## config.mk

```make
export PLATFORM = sky130hd
export DESIGN_NAME = multi_seg_ctrl
export DESIGN_NICKNAME = d
export VERILOG_FILES = /design/src/rtl/rij_pkg.sv /design/src/rtl/multi_seg_decode.sv /design/src/rtl/multi_seg_ctrl.sv
export SDC_FILE = /design/constraint.sdc
export NUM_CORES = 1
export LEC_CHECK = 0
export CAP_MARGIN = 5
export CORE_MARGIN = 3
export CORE_UTILIZATION = 25
export CTS_CLUSTER_DIAMETER = 80
export DETAILED_ROUTE_END_ITERATION = 6
export PLACE_DENSITY = 0.49
export SKIP_CTS_REPAIR_TIMING = 1
export SLEW_MARGIN = 20
export SYNTH_ARGS = -nofsm -noshare
export SYNTH_HDL_FRONTEND = slang
export SYNTH_SLANG_ARGS = --single-unit
```

## constraint.sdc

```tcl
create_clock -name clk -period 4.6 [get_ports clk]
set_input_delay 0.92 -clock clk [delete_from_list [all_inputs] [get_ports clk]]
set_output_delay 0.92 -clock clk [all_outputs]
set_load 0.01 [all_outputs]
```

## src/rtl/rij_pkg.sv

```systemverilog
// Shared encodings for the MultiSegCPU control path: opcodes, functs,
// ALU operations, controller states and datapath mux selects.
`timescale 1ns/1ps
package rij_pkg;

  localparam logic [5:0] OP_RTYPE = 6'b000000;
  localparam logic [5:0] OP_ADDI  = 6'b001000;
  localparam logic [5:0] OP_ANDI  = 6'b001100;
  localparam logic [5:0] OP_ORI   = 6'b001101;
  localparam logic [5:0] OP_XORI  = 6'b001110;
  localparam logic [5:0] OP_SLTIU = 6'b001011;
  localparam logic [5:0] OP_LW    = 6'b100011;
  localparam logic [5:0] OP_SW    = 6'b101011;
  localparam logic [5:0] OP_BEQ   = 6'b000100;
  localparam logic [5:0] OP_BNE   = 6'b000101;
  localparam logic [5:0] OP_J     = 6'b000010;
  localparam logic [5:0] OP_JAL   = 6'b000011;

  localparam logic [5:0] FN_ADD  = 6'b100000;
  localparam logic [5:0] FN_SUB  = 6'b100010;
  localparam logic [5:0] FN_AND  = 6'b100100;
  localparam logic [5:0] FN_OR   = 6'b100101;
  localparam logic [5:0] FN_XOR  = 6'b100110;
  localparam logic [5:0] FN_NOR  = 6'b100111;
  localparam logic [5:0] FN_SLT  = 6'b101010;
  localparam logic [5:0] FN_SLTU = 6'b101011;

  localparam logic [2:0] ALU_AND  = 3'b000;
  localparam logic [2:0] ALU_OR   = 3'b001;
  localparam logic [2:0] ALU_ADD  = 3'b010;
  localparam logic [2:0] ALU_XOR  = 3'b011;
  localparam logic [2:0] ALU_NOR  = 3'b100;
  localparam logic [2:0] ALU_SLT  = 3'b101;
  localparam logic [2:0] ALU_SUB  = 3'b110;
  localparam logic [2:0] ALU_SLTU = 3'b111;

  localparam logic [3:0] S_IF       = 4'd0;
  localparam logic [3:0] S_ID       = 4'd1;
  localparam logic [3:0] S_EXE_R    = 4'd2;
  localparam logic [3:0] S_EXE_I    = 4'd3;
  localparam logic [3:0] S_EXE_ADDR = 4'd4;
  localparam logic [3:0] S_MEM_RD   = 4'd5;
  localparam logic [3:0] S_MEM_WR   = 4'd6;
  localparam logic [3:0] S_WB_R     = 4'd7;
  localparam logic [3:0] S_WB_I     = 4'd8;
  localparam logic [3:0] S_WB_LW    = 4'd9;
  localparam logic [3:0] S_BR       = 4'd10;
  localparam logic [3:0] S_JMP      = 4'd11;
  localparam logic [3:0] S_HALT     = 4'd15;

  localparam logic [1:0] DST_RT = 2'b00;
  localparam logic [1:0] DST_RD = 2'b01;
  localparam logic [1:0] DST_RA = 2'b10;

  localparam logic [1:0] M2R_ALU = 2'b00;
  localparam logic [1:0] M2R_MDR = 2'b01;
  localparam logic [1:0] M2R_PC  = 2'b10;

  localparam logic [1:0] SRCB_RT   = 2'b00;
  localparam logic [1:0] SRCB_FOUR = 2'b01;
  localparam logic [1:0] SRCB_IMM  = 2'b10;
  localparam logic [1:0] SRCB_BR   = 2'b11;

  localparam logic [1:0] PC_ALU    = 2'b00;
  localparam logic [1:0] PC_ALUOUT = 2'b01;
  localparam logic [1:0] PC_JUMP   = 2'b10;

  // Instruction class chosen in ID; selects the first execute state.
  typedef enum logic [2:0] {
    CLS_R   = 3'd0,
    CLS_I   = 3'd1,
    CLS_MEM = 3'd2,
    CLS_BR  = 3'd3,
    CLS_JMP = 3'd4,
    CLS_ILL = 3'd5
  } instr_class_t;

endpackage

```

## src/rtl/multi_seg_decode.sv

```systemverilog
// Combinational instruction decoder: classifies opcode/funct and picks the
// ALU operation and whether signed overflow must block writeback.
`timescale 1ns/1ps
module multi_seg_decode
  import rij_pkg::*;
(
  input  logic [5:0] opcode,
  input  logic [5:0] funct,
  output logic [2:0] cls,
  output logic [2:0] alu_op,
  output logic       ovf_chk,
  output logic       legal
);

  always_comb begin
    cls     = CLS_ILL;
    alu_op  = ALU_ADD;
    ovf_chk = 1'b0;
    case (opcode)
      OP_RTYPE: begin
        cls = CLS_R;
        case (funct)
          FN_ADD:  begin alu_op = ALU_ADD; ovf_chk = 1'b1; end
          FN_SUB:  begin alu_op = ALU_SUB; ovf_chk = 1'b1; end
          FN_AND:  alu_op = ALU_AND;
          FN_OR:   alu_op = ALU_OR;
          FN_XOR:  alu_op = ALU_XOR;
          FN_NOR:  alu_op = ALU_NOR;
          FN_SLT:  alu_op = ALU_SLT;
          FN_SLTU: alu_op = ALU_SLTU;
          default: cls = CLS_ILL;
        endcase
      end
      OP_ADDI:  begin cls = CLS_I; alu_op = ALU_ADD; ovf_chk = 1'b1; end
      OP_ANDI:  begin cls = CLS_I; alu_op = ALU_AND;  end
      OP_ORI:   begin cls = CLS_I; alu_op = ALU_OR;   end
      OP_XORI:  begin cls = CLS_I; alu_op = ALU_XOR;  end
      OP_SLTIU: begin cls = CLS_I; alu_op = ALU_SLTU; end
      OP_LW, OP_SW:   cls = CLS_MEM;
      OP_BEQ, OP_BNE: begin cls = CLS_BR; alu_op = ALU_SUB; end
      OP_J, OP_JAL:   cls = CLS_JMP;
      default:        cls = CLS_ILL;
    endcase
  end

  assign legal = (cls != CLS_ILL);

endmodule

```

## src/rtl/multi_seg_ctrl.sv

```systemverilog
// Multi-cycle controller for the MultiSegCPU datapath: sequences IF/ID/EX/
// MEM/WB, drives all enables and selects, counts retired instructions.
`timescale 1ns/1ps
module multi_seg_ctrl
  import rij_pkg::*;
#(
  parameter int   CNT_W       = 32,
  parameter logic MEM_WAIT_EN = 1'b1
)(
  input  logic             clk,
  input  logic             rst,
  input  logic [5:0]       opcode,
  input  logic [5:0]       funct,
  input  logic             ZF,
  input  logic             OF,
  input  logic             mem_ready,
  output logic             PC_Write,
  output logic             IR_Write,
  output logic             Mem_Read,
  output logic             Mem_Write,
  output logic             IorD,
  output logic             Reg_Write,
  output logic [1:0]       RegDst,
  output logic [1:0]       MemToReg,
  output logic             ALUSrcA,
  output logic [1:0]       ALUSrcB,
  output logic [2:0]       ALU_OP,
  output logic [1:0]       PCSrc,
  output logic             halt,
  output logic [3:0]       state,
  output logic [CNT_W-1:0] instr_cnt
);

  logic [3:0] state_q;
  logic [3:0] state_next;
  logic       ovf_q;
  logic       retire;
  logic       mem_rdy;
  logic [2:0] dec_cls;
  logic [2:0] dec_alu_op;
  logic       dec_ovf_chk;
  logic       dec_legal;

  multi_seg_decode u_decode (
    .opcode  (opcode),
    .funct   (funct),
    .cls     (dec_cls),
    .alu_op  (dec_alu_op),
    .ovf_chk (dec_ovf_chk),
    .legal   (dec_legal)
  );

  assign mem_rdy = MEM_WAIT_EN ? mem_ready : 1'b1;

  always_comb begin
    state_next = state_q;
    retire     = 1'b0;
    case (state_q)
      S_IF:       if (mem_rdy) state_next = S_ID;
      S_ID: begin
        if (!dec_legal) state_next = S_HALT;
        else begin
          case (dec_cls)
            CLS_R:   state_next = S_EXE_R;
            CLS_I:   state_next = S_EXE_I;
            CLS_MEM: state_next = S_EXE_ADDR;
            CLS_BR:  state_next = S_BR;
            CLS_JMP: state_next = S_JMP;
            default: state_next = S_HALT;
          endcase
        end
      end
      S_EXE_R:    state_next = S_WB_R;
      S_EXE_I:    state_next = S_WB_I;
      S_EXE_ADDR: state_next = (opcode == OP_LW) ? S_MEM_RD : S_MEM_WR;
      S_MEM_RD:   if (mem_rdy) state_next = S_WB_LW;
      S_MEM_WR: begin
        if (mem_rdy) begin
          state_next = S_IF;
          retire     = 1'b1;
        end
      end
      S_WB_R, S_WB_I, S_WB_LW, S_BR, S_JMP: begin
        state_next = S_IF;
        retire     = 1'b1;
      end
      S_HALT:     state_next = S_HALT;
      // Unused encodings are treated like an illegal instruction.
      default:    state_next = S_HALT;
    endcase
  end

  always_ff @(posedge clk or posedge rst) begin
    if (rst) begin
      state_q   <= S_IF;
      ovf_q     <= 1'b0;
      instr_cnt <= '0;
    end else begin
      state_q <= state_next;
      if (state_q == S_EXE_R || state_q == S_EXE_I)
        ovf_q <= OF & dec_ovf_chk;
      if (retire)
        instr_cnt <= instr_cnt + CNT_W'(1);
    end
  end

  // Outputs are forced low while rst is high so a write strobe drops at once.
  always_comb begin
    PC_Write  = 1'b0;
    IR_Write  = 1'b0;
    Mem_Read  = 1'b0;
    Mem_Write = 1'b0;
    IorD      = 1'b0;
    Reg_Write = 1'b0;
    RegDst    = DST_RT;
    MemToReg  = M2R_ALU;
    ALUSrcA   = 1'b0;
    ALUSrcB   = SRCB_RT;
    ALU_OP    = ALU_AND;
    PCSrc     = PC_ALU;
    if (!rst) begin
      case (state_q)
        S_IF: begin
          Mem_Read = 1'b1;
          ALUSrcB  = SRCB_FOUR;
          ALU_OP   = ALU_ADD;
          IR_Write = mem_rdy;
          PC_Write = mem_rdy;
        end
        S_ID: begin
          ALUSrcB = SRCB_BR;
          ALU_OP  = ALU_ADD;
        end
        S_EXE_R: begin
          ALUSrcA = 1'b1;
          ALU_OP  = dec_alu_op;
        end
        S_EXE_I: begin
          ALUSrcA = 1'b1;
          ALUSrcB = SRCB_IMM;
          ALU_OP  = dec_alu_op;
        end
        S_EXE_ADDR: begin
          ALUSrcA = 1'b1;
          ALUSrcB = SRCB_IMM;
          ALU_OP  = ALU_ADD;
        end
        S_MEM_RD: begin
          IorD     = 1'b1;
          Mem_Read = 1'b1;
        end
        S_MEM_WR: begin
          IorD      = 1'b1;
          Mem_Write = 1'b1;
        end
        S_WB_R: begin
          RegDst    = DST_RD;
          Reg_Write = ~ovf_q;
        end
        S_WB_I:  Reg_Write = ~ovf_q;
        S_WB_LW: begin
          MemToReg  = M2R_MDR;
          Reg_Write = 1'b1;
        end
        S_BR: begin
          ALUSrcA  = 1'b1;
          ALU_OP   = ALU_SUB;
          PCSrc    = PC_ALUOUT;
          PC_Write = (opcode == OP_BEQ) ? ZF : ~ZF;
        end
        S_JMP: begin
          PCSrc    = PC_JUMP;
          PC_Write = 1'b1;
          if (opcode == OP_JAL) begin
            Reg_Write = 1'b1;
            RegDst    = DST_RA;
            MemToReg  = M2R_PC;
          end
        end
        default: ;
      endcase
    end
  end

  assign halt  = (state_q == S_HALT);
  assign state = state_q;

endmodule

```

==> Word level (Yosys, flattened, before mapping) <==
Index checks and enable logic that the tools add are counted.
{ "totals": {"reg_bits": 37, "input_bits": 17, "out_inout_bits": 55, "word_cells": 107} }
{ "classes": {"add_sub_neg": 1, "n_eq_ne": 39, "n_mux": 42, "n_bitwise": 3, "n_reduce_logical": 19} }
{ "op_table": {"columns": ["operator", "n"], "rows": [
  ["$eq A6 B6 Y1 const B", 10],
  ["$add A32 B1 Y32 const B", 1],
  ["$pmux W4 S8", 1],
  ["$eq A6 B4 Y1 const B", 5],
  ["$pmux W3 S7", 1],
  ["$eq A4 B4 Y1 const B", 5],
  ["$pmux W4 S5", 1],
  ["$pmux W3 S6", 1],
  ["$reduce_or A2 Y1", 9],
  ["$eq A4 B3 Y1 const B", 4],
  ["$mux W1", 16],
  ["$mux W4", 4],
  ["$pmux W3 S5", 1],
  ["$eq A6 B2 Y1 const B", 2],
  ["$eq A6 B3 Y1 const B", 2],
  ["$mux W2", 6],
  ["$pmux W2 S2", 3],
  ["$reduce_or A5 Y1", 2],
  ["$pmux W3 S3", 1],
  ["$eq A4 B2 Y1 const B", 2],
  ["$reduce_or A8 Y1", 1],
  ["$eq A3 B2 Y1 const B", 2],
  ["$logic_not A6 Y1", 1],
  ["$mux W3", 2],
  ["other kinds (16)", 21]
]} }

==> Longest topological paths before layout <==
{ "logic_depth": {"word_depth": 8, "mapped_depth": 7, "mapped_depth_nobuf": 6} }

==> Cells and area by module <==
From an unflattened synthesis, not the netlist that was laid out.
{ "hier_totals": {"cells_unflattened": 297, "hier_area_um2": 2662.6} }
{ "by_module_without_submodules": {"columns": ["mod", "instances", "cells_each", "area_each_um2", "seq_area_each_um2"], "rows": [
  ["multi_seg_ctrl", 1, 242, 2319.7, 925.9],
  ["multi_seg_decode", 1, 55, 342.8, 0.0]
]} }

==> Worst setup path before layout <==
Ideal clock, no wire load.
{ "synth_path": {"path_type": "input to output", "from": "input port rst", "to": "output port ALU_OP[0]", "t_arrival_ns": 2.360, "required_time_ns": 3.680, "setup_slack_ns": 1.320, "stages": 3, "n_path_buf": 0, "path_cell_list": "inv_1 -> nand2_1 -> nor3_1"} }
{ "synth_via": {"elab_chain_cells": 1} }
{ "synth_lines": {"columns": ["element", "line", "rtl"], "rows": [
  ["from (decl)", "multi_seg_ctrl.sv:11", "input logic rst,"],
  ["$mux W3", "multi_seg_ctrl.sv:121", "if (!rst) begin"],
  ["to (decl)", "multi_seg_ctrl.sv:27", "output logic [2:0] ALU_OP,"]
]} }
Every way passes these cells.

==> Worst setup path in the final report <==
{ "layout_path": {"from": "input port opcode[1]", "to": "output port ALU_OP[2]"} }
{ "layout_via": {"elab_chain_cells": 5, "word_cells_on_any_way": 11, "cone_classes": "6 x eq/ne; 3 x mux; 2 x reduce/logical"} }
{ "layout_lines": {"columns": ["element", "line", "rtl"], "rows": [
  ["from (decl)", "multi_seg_ctrl.sv:12", "input logic [5:0] opcode,"],
  ["$eq A6 B3 Y1", "multi_seg_decode.sv:19", "case (opcode)"],
  ["$reduce_or A2 Y1", "multi_seg_decode.sv:19", null],
  ["$pmux W3 S6 (*)", "multi_seg_decode.sv:19", null],
  ["$pmux W3 S3 (*)", "multi_seg_ctrl.sv:122", "case (state_q)"],
  ["$mux W3 (*)", "multi_seg_ctrl.sv:121", null]
]} }
Mark *: on every way between the ends. The rest lies on a longest branch, timed or not.

==> impl_metrics.yaml <==
global_route:
  grt_max_degree: 38
  grtUsageTotal_pct: 12.0
  first_global_vias: 2280
  grt_pass1_wl_um: 11100
  grt_remaining_overflow: 0
  antenna_found_initial: 0
timing:
  post-route-min-period_ns: 3.95
  final.period_utilization_pct: 85.9
  finalSetupViolations: 0
  tightest_slew_ns: 0.692
  hold_viol_final: 0
  rsz0062_at_grt: "no"
  fmax_ghz: 0.253
  slew_headroom_pct: 53.9
  drv_slew: 0
  finClkSkew_ns: 0.00589
  tns_ns: 0
synth:
  yosysSeqAreaShare_pct: 37.3
  synthArstFlopShare_pct: 100
  postSynth.topFlopCell: "dfrtp_1"
  synth_cells: 283
  ys_seq_elements: 37
  avgSynthCellArea_um2: 8.78
  synth_area_um2: 2480
  yosys_warnings: 0
  synth_cell_type_count: 57
  synth_edf_count: 0
  syn_nets: 301
routing:
  wirelength_met1_um: 3090
  top_layer: "met4"
  wl_met3_um: 377
  drcViolationCount: 0
  met2_length_um: 3090
  routed_wl_um: 6670
  first_pass_iters: 4
  vias: 2267
  viasPerCell: 4.75
  ant_nets: 0
  wl_per_cell_um: 14.0
  initialDrtViolationCount: 50
cts:
  cts_tree: "built"
  cts_sinks: 37
  cts_buffers: 5
  clk_latency_ns: 0.29
  htreeDepth: 2
  clk_pin_slew_ns: 0.07
  root_buffer: "clkbuf_8"
  cts_buffer_depth: 2
floorplan:
  die-area_um2: 11200
  fp.dieW_um: 106
  num_rows: 35
  die_y_um: 106
  core_um2: 9460
  start_util_pct: 26.3
  io_pins: 72
placement:
  placed_area_um2: 3300
  port-buffer-count: 71
  post-dp-hpwl_um: 5080
  gp_congestion: 0.859
layout:
  nNetsFinal: 366
  drive_gt1_share_pct: 6.90
  final_cell_mix: "clkdlybuf4s50_1 (71), dfrtp_1 (37), nor2_1 (32), nand2_1 (25), xnor2_1 (20)"
  syn_to_final_growth_pct: 36.2
  final_common_cell: "clkdlybuf4s50_1"
  antennaDiodeCount: 0
  fill_cells: 993
  final_area_um2: 3380
run:
  drv_cap: 0
critical_path:
  path_max_fanout: 10
  required_ns: 3.68
  crit_arrival_ns: 3.03
  critPathKind: "input pin to output port"
  end_kind: "output port"
  startpoint_type: "input pin"
power_and_ir_drop:
  leakage_nw: 1.34
  finalPower_mw: 0.613
  irDropWorstVdd_mv: 0.0887
  powerDensity_nw_per_um2: 181
outcome:
  outcome: "finished clean"
hold_path:
  hp-class: "register to register"
worst paths after layout:
path	startpoint	to	slack (ns)	cells past startpoint
max	opcode[1]	ALU_OP[2]	0.65	7
min	instr_cnt[31]	instr_cnt[31]	0.47	1
max reg2reg	state[2]	instr_cnt[29]	2.19	5
min reg2reg	instr_cnt[31]	instr_cnt[31]	0.47	1
max in group asynchronous	rst	instr_cnt[7]	2.75	3
min in group asynchronous	rst	instr_cnt[17]	1.51	3
cells in the mapped netlist (2+ instances only):
cell type	count	area, um^2
dfrtp_1	37	926
nor2_1	32	120
nand2_1	25	93.8
xnor2_1	20	175
xor2_1	18	158
nor3_1	16	80.1
o21ai_0	14	70.1
a21oi_1	9	45.0
inv_1	9	33.8
nand4_1	9	56.3
clkbuf_1	8	30.0
nand3_1	8	40.0
nor4_1	5	31.3
and3_1	4	25.0
nand2b_1	4	25.0
nor2b_1	4	25.0
nor3_2	4	40.0
a211oi_1	3	22.5
buf_2	3	15.0
nand3b_1	3	22.5
o22ai_1	3	18.8
a21o_1	2	15.0
a31oi_1	2	12.5
buf_1	2	7.51
buf_6	2	22.5
mux2i_1	2	20.0
nand2b_4	2	27.5
o2111ai_1	2	17.5
o22a_1	2	17.5
o41ai_1	2	17.5
state kept, by name (all words and copies together), names as in the netlist:
register and cells:
instr_cnt 32, state 4, ovf_q 1
per-stage QoR:
step / worst slack (ns) / hold slack, ns / cells / utilization, %
after global routing: 0.520 / 0.494 / 477 / 35.8
after global placement: 0.673 / 0.457 / 470 / 34.8
after CTS: 0.670 / 0.474 / 477 / 35.8
final: 0.649 / 0.471 / 477 / 35.8
after detailed placement: 0.675 / 0.464 / 470 / 34.8
after floorplan: 1.32 / 0.449 / 283 / -
area by class of cell:
type                       count  area [um^2]  area share (%)
timing repair buffer          74          733            21.7
inverter                      10         40.0            1.18
multi-input combinational    220         1440            42.4
tap                          129          161            4.77
clock buffer                   7         86.3            2.55
sequential                    37          926            27.4
layer usage:
| metal | GRT usage [%] | vias up |
|---|---|---|
| li1 | - | 1128 |
| met1 | 14.8 | 1057 |
| met2 | 20.4 | 72 |
| met3 | 2.88 | 10 |
| met4 | 4.35 | 0 |
| met5 | 0 | - |
report_power, final:
part	internal (mW)	leakage [nW]	total (mW)	switching, mW
logic	0.0250	0.849	0.0578	0.0327
registers	0.325	0.449	0.325	0
clock network	0.119	0.0443	0.230	0.111
total	0.469	1.34	0.613	0.144
critical path, cell delays in order:
cell,delay (ns)
clkdlybuf4s50_1,0.66
nor2b_1,0.23
and2_1,0.22
a21oi_1,0.08
o21ai_0,0.21
a21o_1,0.16
clkdlybuf4s50_1,0.53
kinds of logic after synthesis:
kind of cell    Yosys count  share of synthesized area [%]
flops                    37                           37.3
buf+inv                  26                           4.94
mux                       3                           1.26
fa+ha+maj                 1                          0.504
simple gates            130                           29.8
compound gates           48                           12.8
xor+xnor                 38                           13.4
No activity file was read; power rests on OpenSTA's default activity.
